### config.mk
export PLATFORM = sky130hd
export DESIGN_NAME = fifo_upsize
export DESIGN_NICKNAME = d
export VERILOG_FILES = /design/src/rtl/fifo_upsize_pkg.sv /design/src/rtl/fifo_sync_wide.sv /design/src/rtl/fifo_upsize.sv
export SDC_FILE = /design/constraint.sdc
export NUM_CORES = 1
export LEC_CHECK = 0
export BUFFER_PORTS_ARGS = -buffer_cell sky130_fd_sc_hd__buf_2
export CELL_PAD_IN_SITES_DETAIL_PLACEMENT = 1
export CELL_PAD_IN_SITES_GLOBAL_PLACEMENT = 1
export CORE_ASPECT_RATIO = 0.7
export CORE_MARGIN = 2
export CORE_UTILIZATION = 52
export CTS_CLUSTER_DIAMETER = 200
export DETAILED_ROUTE_END_ITERATION = 8
export PLACE_DENSITY_LB_ADDON = 0.3
export SETUP_SLACK_MARGIN = 0.1
export SLEW_MARGIN = 10
export SYNTH_ARGS = -nofsm -noshare
export SYNTH_HDL_FRONTEND = slang
export SYNTH_HIERARCHICAL = 1
export SYNTH_SLANG_ARGS = --single-unit
### constraint.sdc
create_clock -name clk -period 8.9 [get_ports clk]
set_input_delay 0.445 -clock clk [delete_from_list [all_inputs] [get_ports clk]]
set_output_delay 0.445 -clock clk [all_outputs]
set_load 0.005 [all_outputs]
### src/rtl/fifo_upsize_pkg.sv
// Shared helpers for the narrow-to-wide packing FIFO.
package fifo_upsize_pkg;

  // Lane that beat k of a word lands in. The mapping is its own inverse,
  // so it also gives the beat index that fills a given lane.
  function automatic int lane_of(input int k, input int ratio, input bit first_msb);
    return first_msb ? (ratio - 1 - k) : k;
  endfunction

endpackage

### src/rtl/fifo_sync_wide.sv
// Generic synchronous FIFO with level output. A push into a full queue is
// accepted when a pop happens on the same edge.
module fifo_sync_wide #(
  parameter int W     = 72,
  parameter int DEPTH = 2
) (
  input  logic                       clk,
  input  logic                       rst,
  input  logic                       push,
  input  logic [W-1:0]               wr_data,
  input  logic                       pop,
  output logic [W-1:0]               rd_data,
  output logic                       valid,
  output logic [$clog2(DEPTH+1)-1:0] level
);
  localparam int LW = $clog2(DEPTH + 1);
  localparam logic [LW-1:0] DEPTH_L = LW'(DEPTH);

  logic [LW-1:0] level_reg;
  logic          do_pop;
  logic          do_push;

  assign do_pop  = pop && (level_reg != '0);
  assign do_push = push && ((level_reg < DEPTH_L) || do_pop);
  assign valid   = (level_reg != '0);
  assign level   = level_reg;

  // Occupancy: +1 on push only, -1 on pop only, unchanged otherwise.
  always_ff @(posedge clk) begin
    if (rst) begin
      level_reg <= '0;
    end else if (do_push && !do_pop) begin
      level_reg <= level_reg + 1'b1;
    end else if (do_pop && !do_push) begin
      level_reg <= level_reg - 1'b1;
    end
  end

  generate
    if (DEPTH == 1) begin : g_single
      logic [W-1:0] entry_reg;

      // Single entry; occupancy bit above doubles as its valid flag.
      always_ff @(posedge clk) begin
        if (do_push) begin
          entry_reg <= wr_data;
        end
      end

      assign rd_data = entry_reg;
    end else begin : g_ring
      localparam int PW = $clog2(DEPTH);
      logic [W-1:0]  mem [DEPTH];
      logic [PW-1:0] wr_ptr_reg;
      logic [PW-1:0] rd_ptr_reg;

      // Storage array, written at the tail; no reset needed on contents.
      always_ff @(posedge clk) begin
        if (do_push) begin
          mem[wr_ptr_reg] <= wr_data;
        end
      end

      // Ring pointers wrap naturally since DEPTH is a power of two.
      always_ff @(posedge clk) begin
        if (rst) begin
          wr_ptr_reg <= '0;
          rd_ptr_reg <= '0;
        end else begin
          if (do_push) wr_ptr_reg <= wr_ptr_reg + 1'b1;
          if (do_pop)  rd_ptr_reg <= rd_ptr_reg + 1'b1;
        end
      end

      // Head is presented directly so b_valid and b_data line up.
      assign rd_data = mem[rd_ptr_reg];
    end
  endgenerate

endmodule

### src/rtl/fifo_upsize.sv
// Narrow-to-wide packer: gathers RATIO beats into one wide word, queues
// completed words, and can flush a partial word with a lane mask.
module fifo_upsize
  import fifo_upsize_pkg::*;
#(
  parameter int IN_W      = 32,
  parameter int RATIO     = 2,
  parameter int DEPTH     = 2,
  parameter int FIRST_MSB = 1
) (
  input  logic                       clk,
  input  logic                       rst,
  input  logic [IN_W-1:0]            a_data,
  input  logic                       a_valid,
  output logic                       a_ready,
  input  logic                       flush,
  output logic [IN_W*RATIO-1:0]      b_data,
  output logic [RATIO-1:0]           b_mask,
  output logic                       b_valid,
  input  logic                       b_ready,
  output logic [$clog2(DEPTH+1)-1:0] level
);
  localparam int OUT_W = IN_W * RATIO;
  localparam int CW    = $clog2(RATIO + 1);
  localparam int LW    = $clog2(DEPTH + 1);
  localparam logic [CW-1:0] LAST    = CW'(RATIO - 1);
  localparam logic [LW-1:0] DEPTH_L = LW'(DEPTH);

  logic [CW-1:0]    count_reg, count_next, count_after;
  logic [OUT_W-1:0] asm_reg, asm_next, asm_merged;
  logic [RATIO-1:0] mask_reg, mask_next, mask_merged;
  logic             flush_pend_reg, flush_pend_next;
  logic             space, beat_acc, want_flush, push, pop;

  assign pop         = b_valid && b_ready;
  assign space       = (level < DEPTH_L) || pop;
  assign a_ready     = !flush_pend_reg && ((count_reg < LAST) || space);
  assign beat_acc    = a_valid && a_ready;
  assign count_after = count_reg + {{(CW-1){1'b0}}, beat_acc};
  // A flush while one is already pending is absorbed.
  assign want_flush  = flush && !flush_pend_reg && (count_after != '0);
  assign push        = (beat_acc && (count_reg == LAST))
                    || (flush_pend_reg && space)
                    || (want_flush && space);

  // Assembly register with the beat accepted this cycle merged in, so a
  // flush in the same cycle includes it.
  generate
    for (genvar gi = 0; gi < RATIO; gi++) begin : g_lane
      localparam logic [CW-1:0] BEAT = CW'(lane_of(gi, RATIO, FIRST_MSB != 0));
      logic hit;
      assign hit = beat_acc && (count_reg == BEAT);
      assign asm_merged[gi*IN_W +: IN_W] = hit ? a_data : asm_reg[gi*IN_W +: IN_W];
      assign mask_merged[gi]             = hit | mask_reg[gi];
    end
  endgenerate

  // Next-state for beat count, assembly lanes and pending flush.
  always_comb begin
    count_next      = count_reg;
    asm_next        = asm_reg;
    mask_next       = mask_reg;
    flush_pend_next = flush_pend_reg;
    if (push) begin
      count_next      = '0;
      asm_next        = '0;
      mask_next       = '0;
      flush_pend_next = 1'b0;
    end else begin
      if (beat_acc) begin
        count_next = count_after;
        asm_next   = asm_merged;
        mask_next  = mask_merged;
      end
      if (want_flush) begin
        flush_pend_next = 1'b1;
      end
    end
  end

  // Packer state registers; reset discards any partial word.
  always_ff @(posedge clk) begin
    if (rst) begin
      count_reg      <= '0;
      asm_reg        <= '0;
      mask_reg       <= '0;
      flush_pend_reg <= 1'b0;
    end else begin
      count_reg      <= count_next;
      asm_reg        <= asm_next;
      mask_reg       <= mask_next;
      flush_pend_reg <= flush_pend_next;
    end
  end

  fifo_sync_wide #(
    .W     (OUT_W + RATIO),
    .DEPTH (DEPTH)
  ) u_queue (
    .clk     (clk),
    .rst     (rst),
    .push    (push),
    .wr_data ({mask_merged, asm_merged}),
    .pop     (pop),
    .rd_data ({b_mask, b_data}),
    .valid   (b_valid),
    .level   (level)
  );

endmodule
==> Yosys cells after proc, flatten, opt, wreduce, memory -nomap -nowiden <==
Memory sizes are Yosys's and may differ from the RTL's. A register that Yosys moved wholly into a read port is not among the register bits.
Index checks and enable logic that the tools add are counted.
{ "op_classes": {"addsub": 5, "order_cmp": 2, "eq_ne": 1, "muxes": 8, "bitwise": 2, "reduce_logical": 26} }
{ "ops": {"columns": ["op", "n"], "rows": [
  ["32-bit two-way mux", 2],
  ["1-bit logical AND", 13],
  ["2-bit nonzero test", 3],
  ["1-bit logical OR", 5],
  ["1-bit two-way mux", 4],
  ["2-bit two-way mux", 2],
  ["1-bit logical NOT", 3],
  ["1-bit adder, second input constant", 2],
  ["2-bit by 1-bit adder with 2-bit output", 1],
  ["2-bit by 1-bit adder with 2-bit output, second input constant", 1],
  ["2-bit by 1-bit == test with 1-bit output, second input constant", 1],
  ["2-bit logical NOT", 1],
  ["2-bit by 1-bit < comparator with 1-bit output, second input constant", 1],
  ["2-bit < comparator, second input constant", 1],
  ["1-bit bitwise OR", 2],
  ["2-bit OR reduction", 1],
  ["2-bit by 1-bit subtractor with 2-bit output, second input constant", 1]
]} }
{ "word_totals": {"regBits": 73, "ramBits": 132, "input_bits": 37, "output_inout_bits": 70, "elab_cells": 52, "memories": 1} }
{ "memory_table": {"columns": ["name", "depth", "word_bits", "rd", "rd_clocked_by_memory_dff", "write_ports", "line", "rtl"], "rows": [
  ["u_queue.g_ring.mem", 2, 66, 1, 1, 1, "fifo_sync_wide.sv:53", "logic [W-1:0] mem [DEPTH];"]
]} }

==> Longest topological paths before layout <==
Gate-level depths: netlist (run 1).
{ "logic_depth": {"word_depth": 16, "mapped_depth": 15, "depth_no_buf": 15} }

==> By module <==
Netlist (run 1), hierarchy kept.
{ "by_module_without_submodules": {"columns": ["module", "n_inst", "cells_per_inst", "area_per_inst_um2", "seq_area_each_um2"], "rows": [
  ["fifo_sync_wide", 1, 231, 4993.5, 4063.9],
  ["fifo_upsize", 1, 249, 2930.3, 1381.3]
]} }

==> Worst setup path after synthesis (run 1) <==
OpenSTA, ideal clock, no wires.
{ "synth_timing": {"path_kind": "flip-flop to flip-flop", "from": "reg u_queue.level_reg[1], in the netlist u_queue/level[1]", "to": "mem u_queue/g_ring.mem[1][0] in the netlist's numbering (enable)", "setup_time_ns": 0.490, "t_arrival_ns": 4.658, "t_required_ns": 8.410, "path_slack_ns": 3.751, "path_stages_with_launch": 12, "path_buffers": 0, "synth_period_minus_slack_ns": 5.149, "cell_sequence": "dfxtp_1 or2_2 a21bo_2 nor2_1 nor2_1 ha_1 nand2_1 a21o_1 a21oi_1 a21oi_1 nand2_1 nor2_1"} }
{ "synth_between": {"elab_chain_len": 14, "word_cells_on_any_way": 20, "classes_between": "add/sub (1); order compare (1); mux (2); reduce/logical (16)"} }
{ "synth_rtl": {"columns": ["item", "line", "rtl"], "rows": [
  ["start: declaration", "fifo_sync_wide.sv:19", "logic [LW-1:0] level_reg;"],
  ["start signal: assignment", "fifo_sync_wide.sv:33", "level_reg <= level_reg + 1'b1;"],
  ["start signal: assignment", "fifo_sync_wide.sv:35", "level_reg <= level_reg - 1'b1;"],
  ["2-bit nonzero test *", "fifo_sync_wide.sv:25", "assign valid = (level_reg != '0);"],
  ["net b_valid", "fifo_upsize.sv:19", "output logic b_valid,"],
  ["1-bit logical AND *", "fifo_upsize.sv:35", "assign pop = b_valid && b_ready;"],
  ["1-bit logical OR *", "fifo_upsize.sv:36", "assign space = (level < DEPTH_L) || pop;"],
  ["1-bit logical OR", "fifo_upsize.sv:37", "assign a_ready = !flush_pend_reg && ((count_reg < LAST) || space);"],
  ["1-bit logical AND", "fifo_upsize.sv:37", null],
  ["1-bit logical AND", "fifo_upsize.sv:38", "assign beat_acc = a_valid && a_ready;"],
  ["2-bit by 1-bit adder with 2-bit output", "fifo_upsize.sv:39", "assign count_after = count_reg + {{(CW-1){1'b0}}, beat_acc};"],
  ["2-bit nonzero test", "fifo_upsize.sv:41", "assign want_flush = flush && !flush_pend_reg && (count_after != '0);"],
  ["1-bit logical AND", "fifo_upsize.sv:41", null],
  ["1-bit logical AND", "fifo_upsize.sv:44", "|| (want_flush && space);"],
  ["1-bit logical OR *", "fifo_upsize.sv:44", null],
  ["net push", "fifo_upsize.sv:33", "logic space, beat_acc, want_flush, push, pop;"],
  ["1-bit logical AND *", "fifo_sync_wide.sv:24", "assign do_push = push && ((level_reg < DEPTH_L) || do_pop);"],
  ["1-bit two-way mux *", "fifo_sync_wide.sv:59", "if (do_push) begin"],
  ["1-bit two-way mux (implied by the code) *", "fifo_sync_wide.sv:60", "mem[wr_ptr_reg] <= wr_data;"],
  ["end: declaration", "fifo_sync_wide.sv:53", null]
]} }
Mark *: on every way through the listed nets, which the timed path passes. The rest lies on a longest branch.

==> Final worst setup path (run 1) <==
{ "layout_timing": {"from": "reg u_queue.level_reg[1], in the netlist u_queue/level[1]", "to": "mem u_queue/g_ring.mem[0][3] in the netlist's numbering (enable)"} }
{ "layout_between": {"elab_chain_len": 14, "word_cells_on_any_way": 20, "classes_between": "add/sub (1); order compare (1); mux (2); reduce/logical (16)"} }
{ "layout_rtl": {"columns": ["item", "line"], "rows": [
  ["branches (longest 2 deep; another with 2-bit < comparator)", null],
  ["1-bit logical OR *", "fifo_upsize.sv:36"],
  ["1-bit logical OR", "fifo_upsize.sv:37"],
  ["1-bit logical AND", "fifo_upsize.sv:37"],
  ["1-bit logical AND", "fifo_upsize.sv:38"],
  ["2-bit by 1-bit adder with 2-bit output", "fifo_upsize.sv:39"],
  ["2-bit nonzero test", "fifo_upsize.sv:41"],
  ["1-bit logical AND", "fifo_upsize.sv:41"],
  ["1-bit logical AND", "fifo_upsize.sv:44"],
  ["1-bit logical OR *", "fifo_upsize.sv:44"],
  ["net push", "fifo_upsize.sv:33"],
  ["1-bit logical AND *", "fifo_sync_wide.sv:24"],
  ["1-bit two-way mux *", "fifo_sync_wide.sv:59"],
  ["1-bit two-way mux (implied by the code) *", "fifo_sync_wide.sv:60"]
]} }
Mark *: on every way through the listed nets, which the timed path passes.

==> results of run 1 <==
## power by group
part | internal [mW] | switching, mW | total (mW)
sequential | 1.40 | 0.0730 | 1.47
clock | 0.517 | 0.344 | 0.861
combinational | 0.413 | 0.563 | 0.975
total | 2.33 | 0.979 | 3.31
## cell families after synthesis
| kind of cell | share of synthesized area (%) |
|---|---|
| flops | 68.7 |
| mux | 18.5 |
| fa+ha+maj | 0.316 |
| simple gates | 8.31 |
| compound gates | 1.33 |
| xor+xnor | 0.332 |
| buf+inv | 2.53 |
## placed cells by master, fill, tap and decap left out, types with 2 or more instances in the layout
cell type / Yosys / final
or2_2: 2 / 2
mux2_2: 124 / 124
bufinv_16: 0 / 3
nor2b_4: 10 / 10
buf_2: 5 / 106
dfxtp_1: 74 / 73
nand2_1: 7 / 7
o21ai_0: 2 / 2
nor2b_1: 55 / 55
buf_4: 0 / 5
xor2_1: 3 / 3
clkbuf_1: 5 / 3
ha_1: 2 / 2
clkinv_2: 0 / 5
nor2_1: 13 / 12
mux2_1: 6 / 6
inv_1: 5 / 4
edfxtp_1: 132 / 132
clkinv_1: 0 / 3
clkbuf_16: 0 / 21
nand2b_1: 2 / 2
a21oi_1: 4 / 4
a21o_1: 2 / 2
## final timing paths
| path | to | slack [ps] | cells after the start |
|---|---|---|---|
| max | u_queue/g_ring.mem[0][3] | 5410 | 12 |
| min | u_queue/level[1] | 250 | 2 |
| max reg2reg | u_queue/g_ring.mem[0][3] | 5410 | 12 |
| min reg2reg | mask_reg[0] | 450 | 2 |
## layer usage
metal | up-vias | global-route usage [%] | share of wire, %
li1 | 1954 | - | -
met1 | 2073 | 26.4 | 44
met2 | 103 | 33.0 | 49
met3 | 24 | 4.28 | 5.2
met4 | 2 | 4.23 | 1.7
met5 | - | 0 | 0.10
## per-stage QoR
step / util (%) / hold WS (ps)
2_1_floorplan: - / 416
3_3_place_gp: 57.8 / 424
3_5_place_dp: 57.8 / 435
4_1_cts: 62.3 / 233
5_1_grt: 62.3 / 251
6_report: 62.3 / 255
## layout make-up
cell class	instances	area, µm²	share of cell area, %
Clock buffer	24	537	5.81
Timing Repair Buffer	111	568	6.15
Sequential cell	206	5450	59.0
Multi-Input combinational cell	247	2290	24.8
Tap cell	195	244	2.64
Inverter	5	18.8	0.203
Clock inverter	12	134	1.45
==> results.md, run 1 <==
- Clk pin slew, worst setup/hold paths: 60 ps
- Most common cell in the synthesized netlist: edfxtp_1
- Area after DPL: 0.00856 mm²
- Worst Path Arrival: 3600 ps
- HP Start: rst
- Synth Instances: 480
- Fill cells: 1,389
- Area of the core: 0.0148 mm²
- Leakage: 3.52 nW
- Post-CTS Setup Bufs: 0
- Top Ports: 107
- Setup_tns: 0 ps
- Reg-to-reg startpoint: u_queue/level[1]
- Die area: 0.0163 mm²
- Worst Tran Pin Value: 1140 ps
- Worst path slowest cell: buf_4
- CP bufs+invs: 2
- Die width: 152 µm
- CTS Buf Count: 20
- Gr usage total: 19.6%
- Post-synth cell types: 36
- Setup Crit Path Kind: reg -> reg
- CP Cell Sequence: or2_2 -> a21bo_2 -> nor2_1 -> nor2_1 -> ha_1 -> nand2_1 -> a21o_1 -> a21oi_1 -> a21oi_1 -> nand3_1 -> inv_2 -> buf_4
- Post-layout nets: 630
- Final hold violations: 0
- H-tree Lvls: 1
- Post-synthesis sequential area ratio: 68.7%
- Top cell type's share of synthesized area: 50.0%
- Max-cap violations: 0
- RSZ-0062 raised after global routing: false
- Yosys top cell by area: edfxtp_1
- Clock sink count: 206
- Slew Viols, Final: 0
- CTS Hold Bufs: 0
- Crit end category: flip-flop
- Routed vias/inst: 5.20
- Final Setup Violations: 0
- Main flop type after synthesis: edfxtp_1
- Insertion delay to the later sink of the worst-skew pair: 490 ps
- Maximum fanout along the worst path: 66
- CTS tree: yes
- Crit path time final: 3490 ps
- Startpoint Class: flip-flop
- Remaining global-route overflow: 0
- EDFF count, synth: 132
- Initial antenna violation count: 2
- Share of layout cells above drive strength 1: 47.1%
- Die Ht: 107 µm
- Synthesized flop and latch total: 206
- Largest delay share family, worst path: simple AND/OR/NAND/NOR gates
- Initial Util: 53.5%
- Final instance area: 0.00923 mm²
- Cell Rows: 37
- Max reg flops: 132
- Ys async rst share: 0%
- Final Non-Filler Cells: 800
- Largest net degree at the start of global routing: 70
- First-pass GRT wire length: 24.3 mm
- Vias in the first global route: 4,392
- WL final: 15.6 mm
- Cts repair resizes: 0
- Drt first pass iters: 4
- Status: finished, final reports clean
- Worst vdd ir: 294 µV
- Vias: 4,156
- DP Worst Slack: 5430 ps
- Final WS setup: 5410 ps
- Post-synth top cells: edfxtp_1 (132), mux2_2 (124), dfxtp_1 (74)
- Antenna Cells: 0
- Hold crit path type: in -> reg
- Initial drt markers: 201
- Yosys warns: 6
- Post-detail-place hpwl: 9.18 mm
- Crit. Startpoint: u_queue/level[1]
- Net count after synthesis: 519
- Synthesized area: 0.00792 mm²
- Inst Count DP: 764
- Syn_area_per_cell: 16.5 µm²
- Top post-synthesis cells by area: edfxtp_1 (50%), dfxtp_1 (19%), mux2_2 (18%)
- Routed len/inst: 19.4 µm
- Final cycle utilization of the critical path: 39.2%
- DRC viols: 0
- Antenna Nets Post-Route: 0
- CP max stage delay: 700 ps
- PwrDens: 358 mW/mm²
- Slew headroom: 24.0%
- CP required: 9010 ps
- IO buf count: 106
- Layout Skew: 17.1 ps
- Placer congestion estimate: 0.782
- Root buffer cell: clkbuf_16
- Max Buffers Root-to-Sink: 3
- Design Power: 3.31 mW
- Layout area overhead: 16.5%
- Highest Clock Rate: 0.286 GHz
(Power assumes the default switching activity.)
==> run 2: changes to the inputs <==
--- a/config.mk
+++ b/config.mk
@@ -5,12 +5,13 @@
 export SDC_FILE = /design/constraint.sdc
 export NUM_CORES = 1
 export LEC_CHECK = 0
+export ABC_AREA = 1
 export BUFFER_PORTS_ARGS = -buffer_cell sky130_fd_sc_hd__buf_2
 export CELL_PAD_IN_SITES_DETAIL_PLACEMENT = 1
 export CELL_PAD_IN_SITES_GLOBAL_PLACEMENT = 1
 export CORE_ASPECT_RATIO = 0.7
 export CORE_MARGIN = 2
-export CORE_UTILIZATION = 52
+export CORE_UTILIZATION = 46
 export CTS_CLUSTER_DIAMETER = 200
 export DETAILED_ROUTE_END_ITERATION = 8
 export PLACE_DENSITY_LB_ADDON = 0.3
==> constraint.sdc (replaced) <==
create_clock -name clk -period 3.4 [get_ports clk]
set_input_delay 0.17 -clock clk [delete_from_list [all_inputs] [get_ports clk]]
set_output_delay 0.17 -clock clk [all_outputs]
set_load 0.005 [all_outputs]
==> results.md, run 2 <==
- Status: finished, final reports clean
- Final hold violations: 0
- Hold crit path type: in -> reg
- WHS Path Cells: 3
- Main combinational cell family by area after synthesis: simple AND/OR/NAND/NOR gates
- Design Power: 7.87 mW
- Net count after synthesis: 808
- Final instance area: 0.0100 mm²
- Area after DPL: 0.00928 mm²
- Final Util: 55.5%
- RSZ-0062 raised after global routing: false
- Ys async rst share: 0%
- First-pass GRT wire length: 30.8 mm
- Post-Synth XOR/XNOR Area: 0%
- Routed vias/inst: 4.91
- Commonest non-fill, non-tap cell in the layout: inv_1
- Layout Skew: 12.7 ps
- WL final: 19.5 mm
- Clock share of power: 30.5%
- Top cell type's share of synthesized area: 46.5%
- Top Ports: 107
- WHS Endpoint: asm_reg[57]
- Switch Pwr: 2.27 mW
- Remaining global-route overflow: 0
- DRC viols: 0
- Reg-to-reg startpoint: u_queue/level[0]
- Area of the core: 0.0181 mm²
- Die Ht: 118 µm
- PwrDens: 783 mW/mm²
- Post-Synth Simple-Gate Area: 12.7%
- Synth Instances: 769
- Final cycle utilization of the critical path: 92.9%
- Gr usage total: 19.8%
- Die area: 0.0196 mm²
- Yosys top cell by area: edfxtp_1
- Startpoint Class: flip-flop
- Post-synthesis sequential area ratio: 63.9%
- Antenna Cells: 0
- Vias: 5,524
- CTS Buf Count: 21
- Synth Area in Adders: 0.294%
- Crit end category: flip-flop
- Final Setup Violations: 0
- Root buffer cell: clkbuf_16
- Clock sink count: 206
- Layout area overhead: 17.9%
- Crit path time final: 3160 ps
- Post-layout nets: 913
- Worst Tran Pin Value: 1160 ps
- HP Start: a_data[25]
- Routed len/inst: 17.3 µm
- Synthesized flop and latch total: 206
- Max Buffers Root-to-Sink: 3
- Sw frac: 28.9%
- Max reg flops: 132
- CP required: 3830 ps
- Worst vdd ir: 456 µV
- Highest Clock Rate: 0.317 GHz
- Share of layout cells above drive strength 1: 27.8%
- H-tree Lvls: 1
- IO buf count: 106
- Initial antenna violation count: 0
- Slew headroom: 23.0%
- Drt first pass iters: 4
- Max-cap violations: 0
- DP Worst Slack: 222 ps
- Maximum fanout along the worst path: 5
- EDFF count, synth: 132
- CTS tree: yes
- Yosys warns: 6
- Cell Rows: 41
- Sequential Power Share: 44.5%
- Top post-synthesis cells by area: edfxtp_1 (47%), dfxtp_1 (17%), inv_1 (7.9%)
- Reg-to-reg critical path endpoint: u_queue/level[1]
- Setup Crit Path Kind: reg -> reg
- Most common cell in the synthesized netlist: inv_1
- Final WS setup: 242 ps
- Placer congestion estimate: 0.760
- Proportion of synthesized area in mux cells: 10.5%
- Main flop type after synthesis: edfxtp_1
- Synthesized area: 0.00852 mm²
- Slew Viols, Final: 0
- Initial Util: 47.1%
- Initial drt markers: 269
- Synth Area in Compound Gates: 2.17%
- Vias in the first global route: 6,039
- Post-synth top cells: inv_1 (180), edfxtp_1 (132), nand2_1 (119)
- Largest net degree at the start of global routing: 67
- Antenna Nets Post-Route: 0
- Insertion delay to the later sink of the worst-skew pair: 500 ps
- Worst Path Arrival: 3590 ps
- Die width: 167 µm
- R2R cell count: 20
- Clk pin slew, worst setup/hold paths: 60 ps
- R2r setup slk: 240 ps
- Post-synth cell types: 21
- Syn_area_per_cell: 11.1 µm²
- Internal power: 5.59 mW
- Commonest non-fill, non-tap cells in the layout: inv_1 (179), edfxtp_1 (132), nand2_1 (119)
- Post-detail-place hpwl: 12.8 mm
- Comb pwr share: 25.0%
- Leakage: 4.59 nW
[run 2: per-layer routing]
metal  wire, µm  up-vias  GRT usage, %
met5          0        -             0
met4        409        0          4.74
met3        727       40          3.36
met2       9390      127          34.0
met1       8940     2702          26.4
li1           -     2655             -
[run 2: critical path: stages (launching register included)]
cell	delay [ps]
dfxtp_1	340
inv_1	140
nand2_1	170
nand2_1	150
nand3_1	190
nand3_2	140
inv_1	60
ha_1	290
nand3b_1	170
nand2_1	80
nand2_1	80
nand2_1	130
nand2_1	110
o21ai_4	150
inv_1	100
ha_1	330
inv_1	140
nand3_1	90
nand2_1	110
inv_1	50
nor2_1	90
[run 2: layout make-up]
cell class	count	area (µm²)
Sequential cell	206	5450
Clock inverter	10	125
Timing Repair Buffer	116	648
Tap cell	236	295
Inverter	182	683
Clock buffer	28	602
Multi-Input combinational cell	347	2240
Fill cell	1954	8060
[run 2: power groups by stage]
stage	Sequential [mW]	Combinational [mW]	Clock, mW
4_1_cts	3.50	1.97	2.44
5_1_grt	3.54	2.17	2.54
3_3_place_gp	3.51	1.85	0
2_1_floorplan	3.43	1.29	0
3_5_place_dp	3.55	1.94	0
6_report	3.50	1.97	2.40
[run 2: cell families after synthesis]
| logic type | count (synthesis) |
|---|---|
| and+or+nand+nor | 242 |
| muxes | 66 |
| adders and majority gates | 2 |
| AOI/OAI and AO/OA | 37 |
| buffers and inverters | 216 |
| DFF | 206 |
[run 2: per-stage QoR]
| step | hold WS [ps] | setup TNS, ps | instances |
|---|---|---|---|
| CTS | 14.5 | 0 | 1125 |
| global placement | 437 | 0 | 1085 |
| finish | 25.1 | 0 | 1125 |
| floorplan | 343 | -63680 | 769 |
| global route | 26.3 | 0 | 1125 |
| detailed placement | 459 | 0 | 1085 |
[run 2: how the worst max path moves through the flow]
stage	start	to	slack, ps	cells past startpoint
2_1_floorplan	u_queue/level[1]	u_queue/g_ring.mem[0][0]	-480	14
5_1_grt	u_queue/level[0]	u_queue/level[1]	60	20
3_3_place_gp	u_queue/level[1]	u_queue/level[1]	510	20
4_1_cts	u_queue/level[1]	u_queue/level[1]	120	20
6_report	u_queue/level[0]	u_queue/level[1]	240	20
3_5_place_dp	u_queue/level[0]	u_queue/level[1]	220	20
[run 2: repair_timing]
action / CTS / global route
pin swaps: 0 / 0
gates resized for setup: 1 / 5
buffers inserted: 0 / 0
hold buffers: 2 / 0
gates cloned: 0 / 0
endpoints found under the setup margin: 1 / 2
endpoints found under the hold margin: 2 / 0
